$ cat src/rtl/td4_pkg.sv
// Shared TD4 definitions: loader FSM states and program-memory geometry.
package td4_pkg;

  localparam int TD4_PROG_DEPTH = 16;
  localparam int TD4_ADDR_W     = 4;
  localparam int TD4_DATA_W     = 8;

  typedef enum logic [2:0] {
    ST_IDLE  = 3'd0,
    ST_LOAD  = 3'd1,
    ST_CHECK = 3'd2,
    ST_RUN   = 3'd3,
    ST_ERROR = 3'd4
  } td4_state_t;

  function automatic logic [TD4_DATA_W-1:0] csum_add(
    input logic [TD4_DATA_W-1:0] a,
    input logic [TD4_DATA_W-1:0] b
  );
    return a + b;
  endfunction

endpackage

$ cat src/rtl/td4_sync_edge.sv
// Multi-flop synchronizer for an asynchronous pin, followed by a registered
// rising-edge detector producing a one-cycle pulse.
module td4_sync_edge #(
  parameter int SYNC_STAGES = 2
) (
  input  logic clk,
  input  logic rst,
  input  logic i_async,
  output logic o_level,
  output logic o_rise
);

  logic [SYNC_STAGES-1:0] r_sync;
  logic                   r_prev;

  // Synchronizer chain plus the previous-level flop for edge detection.
  always_ff @(posedge clk or posedge rst) begin
    if (rst) begin
      r_sync <= '0;
      r_prev <= 1'b0;
    end else begin
      r_sync <= (r_sync << 1) | SYNC_STAGES'(i_async);
      r_prev <= r_sync[SYNC_STAGES-1];
    end
  end

  assign o_level = r_sync[SYNC_STAGES-1];
  assign o_rise  = r_sync[SYNC_STAGES-1] & ~r_prev;

endmodule

$ cat src/rtl/td4_prog_loader.sv
// Host-driven program loader for the TD4 core: writes DEPTH bytes into program
// memory, verifies a trailing modulo-256 checksum, and releases the CPU on success.
module td4_prog_loader
  import td4_pkg::*;
#(
  parameter int DEPTH       = TD4_PROG_DEPTH,
  parameter int SYNC_STAGES = 2,
  localparam int AW         = $clog2(DEPTH)
) (
  input  logic                  clk,
  input  logic                  rst,
  input  logic                  load_en,
  input  logic                  wr_stb,
  input  logic [TD4_DATA_W-1:0] wr_data,
  output logic                  mem_we,
  output logic [AW-1:0]         mem_addr,
  output logic [TD4_DATA_W-1:0] mem_wdata,
  output logic                  cpu_run,
  output logic                  busy,
  output logic                  err,
  output logic [TD4_DATA_W-1:0] csum
);

  logic w_ld_level;
  logic w_ld_rise;
  logic w_stb_level;
  logic w_stb_rise;

  td4_state_t            r_state;
  logic [AW-1:0]         r_cnt;
  logic [TD4_DATA_W-1:0] r_csum;
  logic                  r_we;
  logic [AW-1:0]         r_addr;
  logic [TD4_DATA_W-1:0] r_wdata;
  logic                  r_run;
  logic                  r_busy;
  logic                  r_err;

  td4_sync_edge #(.SYNC_STAGES(SYNC_STAGES)) u_sync_ld (
    .clk     (clk),
    .rst     (rst),
    .i_async (load_en),
    .o_level (w_ld_level),
    .o_rise  (w_ld_rise)
  );

  td4_sync_edge #(.SYNC_STAGES(SYNC_STAGES)) u_sync_stb (
    .clk     (clk),
    .rst     (rst),
    .i_async (wr_stb),
    .o_level (w_stb_level),
    .o_rise  (w_stb_rise)
  );

  // Loader FSM with counter, checksum accumulator and registered outputs.
  always_ff @(posedge clk or posedge rst) begin
    if (rst) begin
      r_state <= ST_IDLE;
      r_cnt   <= '0;
      r_csum  <= '0;
      r_we    <= 1'b0;
      r_addr  <= '0;
      r_wdata <= '0;
      r_run   <= 1'b0;
      r_busy  <= 1'b0;
      r_err   <= 1'b0;
    end else begin
      r_we <= 1'b0;
      case (r_state)
        ST_IDLE, ST_RUN, ST_ERROR: begin
          // Load-enable edges take priority; strobes here are simply dropped.
          if (w_ld_rise) begin
            r_state <= ST_LOAD;
            r_cnt   <= '0;
            r_csum  <= '0;
            r_run   <= 1'b0;
            r_busy  <= 1'b1;
            r_err   <= 1'b0;
          end
        end
        ST_LOAD: begin
          if (!w_ld_level) begin
            r_state <= ST_IDLE;
            r_cnt   <= '0;
            r_csum  <= '0;
            r_busy  <= 1'b0;
          end else if (w_stb_rise) begin
            r_we    <= 1'b1;
            r_addr  <= r_cnt;
            r_wdata <= wr_data;
            r_csum  <= csum_add(r_csum, wr_data);
            r_cnt   <= r_cnt + AW'(1);
            if (r_cnt == AW'(DEPTH - 1)) begin
              r_state <= ST_CHECK;
            end
          end
        end
        ST_CHECK: begin
          if (!w_ld_level) begin
            r_state <= ST_IDLE;
            r_cnt   <= '0;
            r_csum  <= '0;
            r_busy  <= 1'b0;
          end else if (w_stb_rise) begin
            r_busy <= 1'b0;
            if (wr_data == r_csum) begin
              r_state <= ST_RUN;
              r_run   <= 1'b1;
            end else begin
              r_state <= ST_ERROR;
              r_err   <= 1'b1;
            end
          end
        end
        default: begin
          r_state <= ST_IDLE;
          r_cnt   <= '0;
          r_csum  <= '0;
          r_run   <= 1'b0;
          r_busy  <= 1'b0;
          r_err   <= 1'b0;
        end
      endcase
    end
  end

  assign mem_we    = r_we;
  assign mem_addr  = r_addr;
  assign mem_wdata = r_wdata;
  assign cpu_run   = r_run;
  assign busy      = r_busy;
  assign err       = r_err;
  assign csum      = r_csum;

endmodule

$ cat config.mk
export PLATFORM = sky130hd
export DESIGN_NAME = td4_prog_loader
export DESIGN_NICKNAME = d
export VERILOG_FILES = /design/src/rtl/td4_pkg.sv /design/src/rtl/td4_sync_edge.sv /design/src/rtl/td4_prog_loader.sv
export SDC_FILE = /design/constraint.sdc
export NUM_CORES = 1
export LEC_CHECK = 0
export CAP_MARGIN = 20
export CORE_ASPECT_RATIO = 1.1
export CORE_MARGIN = 1
export CORE_UTILIZATION = 35
export CTS_CLUSTER_SIZE = 30
export DETAILED_ROUTE_END_ITERATION = 12
export RECOVER_POWER = 50
export SYNTH_ARGS = -nofsm -noshare
export SYNTH_HDL_FRONTEND = slang
export SYNTH_SLANG_ARGS = --single-unit
$ cat constraint.sdc
create_clock -name clk -period 2.4 [get_ports clk]
set_clock_uncertainty 0.15 [all_clocks]
set_input_delay 0.48 -clock clk [delete_from_list [all_inputs] [get_ports clk]]
set_output_delay 0.48 -clock clk [all_outputs]
set_load 0.005 [all_outputs]
Word-level counts from Yosys, hierarchy flattened
Index checks and enable logic that the tools add are counted.

storage, ports and cells
  register bits = 37
  bits in latches = 0
  memory bits (writable) = 0
  ROM bits = 0
  input bits = 12
  output and inout port bits = 24
  memories = 0

cells by class
  add/sub/neg operators = 2
  multipliers = 0
  div/mod/pow operators = 0
  $lt $le $gt $ge = 0
  equality and inequality tests = 16
  shifts and indexed selects = 0
  multiplexer cells = 35
  bitwise operators = 7
  reduce and logical (&&, ||, !) cells = 8

operators by type and width
  kind                                                                     count
  8-bit two-way mux                                                        4
  8-bit case mux with 3 select lines                                       1
  3-bit two-way mux                                                        7
  4-bit two-way mux                                                        4
  1-bit two-way mux                                                        14
  4-bit case mux with 3 select lines                                       1
  5-bit AND reduction                                                      2
  1-bit case mux with 3 select lines                                       3
  3-bit case mux with 3 select lines                                       1
  3-bit AND reduction                                                      3
  8-bit adder                                                              1
  8-bit equality test                                                      1
  2-bit inequality test, second input constant                             4
  3-bit by 2-bit equality test with 1-bit output, second input constant    2
  2-bit by 1-bit inequality test with 1-bit output, second input constant  3
  3-bit by 2-bit inequality test with 1-bit output, second input constant  2
  4-bit by 1-bit adder with 4-bit output, second input constant            1
  4-bit equality test, second input constant                               1
  2-bit by 1-bit OR with 2-bit output                                      2
  4-bit AND reduction                                                      1
  3-bit by 1-bit equality test with 1-bit output, second input constant    1
  3-bit equality test, second input constant                               1
  3-bit zero test                                                          1
  3-bit inequality test, second input constant                             1
  other kinds (3)                                                          6

Longest topological paths before layout
  word-level depth = 5
  mapped depth = 8
  gate-level depth less buffers = 7

Cells and area by module
From an unflattened synthesis, not the netlist that was laid out.

unflattened totals
  cells, all modules = 197
  area, all modules = 1918.1 µm²

by module, submodules not included
  module           times used  cells an instance  area an instance (µm²)  seq. area each (µm²)
  td4_prog_loader  1           187                1732.9                  775.7
  td4_sync_edge    2           5                  92.6                    75.1

Least setup slack after synthesis
Ideal clock, no wire load.

  path kind = input to register
  from = in wr_data[0]
  to = reg r_csum[6] (netlist: csum[6])
  data arrival time = 1838 ps
  required time = 2121 ps
  slack = 283 ps
  stages on the path = 7
  buffers on the path = 0
  cell sequence = ha_1 -> fa_1 -> a211oi_1 -> o21bai_1 -> a21oi_1 -> xor2_1 -> o21ai_0

on the way
  cells in the longest elaborated chain, start to end = 4

ends and longest elaborated chain
  item                                line                   RTL
  start, declared                     td4_prog_loader.sv:14  input logic [TD4_DATA_W-1:0] wr_data,
  8-bit adder                         td4_pkg.sv:20          return a + b;
  8-bit two-way mux                   td4_prog_loader.sv:87  end else if (w_stb_rise) begin
  8-bit two-way mux                   td4_prog_loader.sv:82  if (!w_ld_level) begin
  8-bit case mux with 3 select lines  td4_prog_loader.sv:69  case (r_state)
  end signal, assigned                td4_prog_loader.sv:91  r_csum <= csum_add(r_csum, wr_data);
  end, declared                       td4_prog_loader.sv:31  logic [TD4_DATA_W-1:0] r_csum;

Every way passes these cells. The select of a mux whose other input is x is not followed.
A chain may end at the register's enable or synchronous reset.

Worst setup path after layout
Same ends and word-level chain as after synthesis.

==> summary.md <==
Combinational logic is responsible for 37.7% of the overall power. The run gives 0.29 ns as the clock insertion delay at the later pin of the skew report. For hold timing, the worst endpoint is u_sync_ld.r_sync[1]$_DFF_PP0_. The flow ran to the end, and the final reports show no timing, DRC or antenna violations.

The run gives 0.00188 mm² as the combined area of all synthesized cells. The tools report the internal power as 1.58 mW. The min-delay analysis places its worst path in the category reg -> reg. Summed over all instances, the cell type with the most area after synthesis is dfrtp_1. Dividing the detail-routed wire length by the instance count gives 12.8 µm.

The run gives 0 as the number of hold violations in the final report. The Yosys step of the flow raised 0 warnings. The routability congestion estimate was 0.792; the net switching power was 0.769 mW.

The overall via count from detail_route was 1536. The run gives 37.0% as the initial core utilization. For the worst setup path, the data required time is 2.42 ns. Buffers placed on the I/O ports in this run total 35. The count of nets left with antenna violations once routing finished came out at 0. After the first detailed-routing iteration, the DRC count stood at 72. Maximum VDD drop: 377 µV.

STA classifies the critical path startpoint as a primary input. Clock-pin slew was measured on the worst setup and hold paths at 0.08 ns. For the pin with the worst max-slew slack, the measured transition is 0.905 ns. The share of the clock period used by the worst path works out to 97.4%. The tool flagged a number of max-cap violations equal to 0. The number of top-level pins was 36; the number of cell instances on the worst register-to-register path was 7. From synthesis to final layout, the design area changed by 35.0%. The final count of negative-setup-slack endpoints was 0. The mean area per synthesized cell was 9.67 µm². For the first-pass GRT wire length, the log shows 6550 µm.

At the end of the flow, the number of nets in the layout was 268. Of the cells placed in the final design, the portion with a size suffix greater than 1 is 15.7%. The number of buffers between clock root and the deepest sink was 2. The tools report the register area share after synthesis as 49.4%.

The worst setup path is captured at a flip-flop. Via-per-instance ratio: 5.02. The tools report the remaining global-route overflow as 0. The clock network burns 24.0% of the power. The most common library cell in the layout ignoring fill and taps is nand2_1.

The hold path startpoint is u_sync_ld.r_sync[0]$_DFF_PP0_. In this run the critical register-to-register path is captured at csum[6]$_DFFE_PP0P_. The setup slack of the most critical reg-to-reg path came out at 0.31 ns.

The synthesized design devotes to its leading area cell type 49.4% of total area. Once routing completed, OpenROAD measured the worst setup slack at 0.0628 ns. The HPWL after detailed placement is 2810 µm. From left edge to right edge, the die measures 71.8 µm. The number of cell rows is 27, and the max-slew violation count is 0.

The arrival time reported for the critical path endpoint is 2.35 ns. The root buffer cell is clkbuf_8. The count of state elements after synthesis is 37. For the initial antenna violation count, the log shows 0. For the total clock buffers created by CTS, the log shows 5. The headroom to the max-slew limit was 39.7%. Final hold analysis gives a worst-case slack of 0.205 ns. The number of distinct library cells after synthesis is 44. The die covers 0.00566 mm².

The smallest clock period supported by the final layout is computed as 2.34 ns. The number of antenna diodes in the final layout is 0. For this run, the share of the core covered by cells in the final layout is 50.0%. In this run the power density over the cells is 928 mW/mm².

The achievable clock frequency was 428 MHz. The deepest level of the CTS H-tree was 2; the maximum fanout count along the critical path was 2. The startpoint of the worst-slack reg-to-reg timing path was csum[0]$_DFFE_PP0P_.

Of the total power, the share spent switching nets is 32.7%. For the area of the core, the log shows 0.00507 mm². The top cell types in the final layout, fill and taps aside, are nand2_1, dfrtp_1, clkdlybuf4s50_1, buf_4, o21ai_0.

Worst setup slack after placement: -0.256 ns. The number of nets in the synthesized netlist is 215. The die is 78.8 µm tall.

The via count of the first global-routing pass is 1368. TritonCTS built the clock tree. For this run, the detailed router's first-pass iteration total came to 5.

Counting the fill cells in the layout gives 481. The tools report the leakage power total as 1.17 nW. The final layout contains routed wiring with a total length of 3930 µm.

The clock sink total is 37, and the detailed-route DRC error count is 0. The logs give 38 for the maximum number of pins on one net before global-route repair and 38.3% for the fraction of power consumed by sequential logic. The number of hold buffers added after CTS was 0.

Ranked by total cell area, the synthesized netlist is headed by dfrtp_1, nand2_1, ha_1. For the all-layer global routing usage, the log shows 15.1%. For the synthesized instance count, the log shows 194. Category of the critical setup timing path: in -> reg. Cell count of the worst hold path: 0.
cell families (layout without fill, tap and decap cells):
logic type	count (synthesis)	after routing	share of synthesized area (%)
muxes	1	1	0.534
xor gates and xnor gates	7	7	3.27
and+or+nand+nor	83	83	19.7
AOI/OAI and AO/OA	47	47	18.2
adders and majority gates	9	9	6.40
DFF	37	37	49.4
buffers and inverters	10	64	2.47
cell usage after synthesis, drive strengths merged:
cell type and count:
xnor2 4, o211ai 4, a22o 3, and3 1
fa 1, a21o 3, ha 8, nor2 8
nand2b 4, or3 1, o2bb2ai 1, and3b 1
a21oi 9, dfrtp 37, o21ai 15, inv 5
nand3 4, clkbuf 1, and2 1, o311ai 2
o21a 2, nor2b 4, a32o 1, nand2 55
a211oi 3, buf 4, mux2i 1, nor4 1
o21bai 1, nor3 1, xor2 3, a31oi 1
a211o 1, nand4 2, a41oi 1
how the worst max path moves through the flow:
stage	start	slack (ns)	cells after the start	endpoint
detailed placement	wr_data[0]	-0.26	8	csum[6]$_DFFE_PP0P_
global placement	wr_data[4]	-0.23	8	r_state[0]$_DFFE_PP0P_
CTS	wr_data[0]	0.05	8	csum[6]$_DFFE_PP0P_
finish	wr_data[0]	0.06	8	csum[6]$_DFFE_PP0P_
global route	wr_data[0]	-0.01	8	csum[6]$_DFFE_PP0P_
floorplan	wr_data[0]	0.28	7	csum[6]$_DFFE_PP0P_
final cells by class:
class | count | area (µm²) | area share, %
clock buffers | 6 | 82.6 | 3.26
clock inverters | 2 | 37.5 | 1.48
inverters | 5 | 18.8 | 0.741
multi-input cells | 147 | 926 | 36.6
flip-flops and latches | 37 | 926 | 36.6
well taps | 58 | 72.6 | 2.87
repair buffers | 51 | 468 | 18.5
stage by stage:
step	TNS (ns)	cells	total power, mW	instance area [µm²]
finish	0	306	2.35	2530
detailed placement	-1.25	298	1.79	2390
global placement	-1.08	298	1.79	2390
CTS	0	306	2.36	2510
global route	-0.0138	306	2.53	2530
floorplan	0	194	1.38	1880
sequential cells by signal, indices dropped and copies added, names as in the netlist:
| register | count |
|---|---|
| busy | 1 |
| cpu_run | 1 |
| csum | 8 |
| err | 1 |
| mem_addr | 4 |
| mem_wdata | 8 |
| mem_we | 1 |
| r_cnt | 4 |
| r_state | 3 |
| u_sync_ld.r_prev | 1 |
| u_sync_ld.r_sync | 2 |
| u_sync_stb.r_prev | 1 |
| u_sync_stb.r_sync | 2 |
metal layers:
metal,up-vias,wire length [µm],global-route usage (%),share of wire [%]
li1,776,-,-,-
met1,711,1900,20.8,48
met2,42,1770,22.6,45
met3,7,173,4.06,4.4
met4,0,91,6.08,2.3
met5,-,0,0,0
worst max-delay path, stage by stage:
cell and delay [ns]:
clkdlybuf4s50_1 0.44, ha_1 0.24, fa_1 0.41, a211oi_2 0.27
o21bai_1 0.11, a21oi_1 0.18, xor2_1 0.14, o21ai_0 0.08
power groups by stage:
stage	Clock, mW	Combinational, mW	Sequential (mW)
after floorplan	0	0.512	0.873
after global placement	0	0.873	0.914
after detailed placement	0	0.877	0.912
after CTS	0.576	0.880	0.902
after global routing	0.607	0.993	0.925
final	0.564	0.886	0.900
repair_timing:
item,CTS,global route
gates resized for setup,0,5
buffers inserted,0,0
hold endpoints to repair,0,0
endpoints found under the setup margin,0,3
Note: power is estimated with default switching activity, not from simulation.
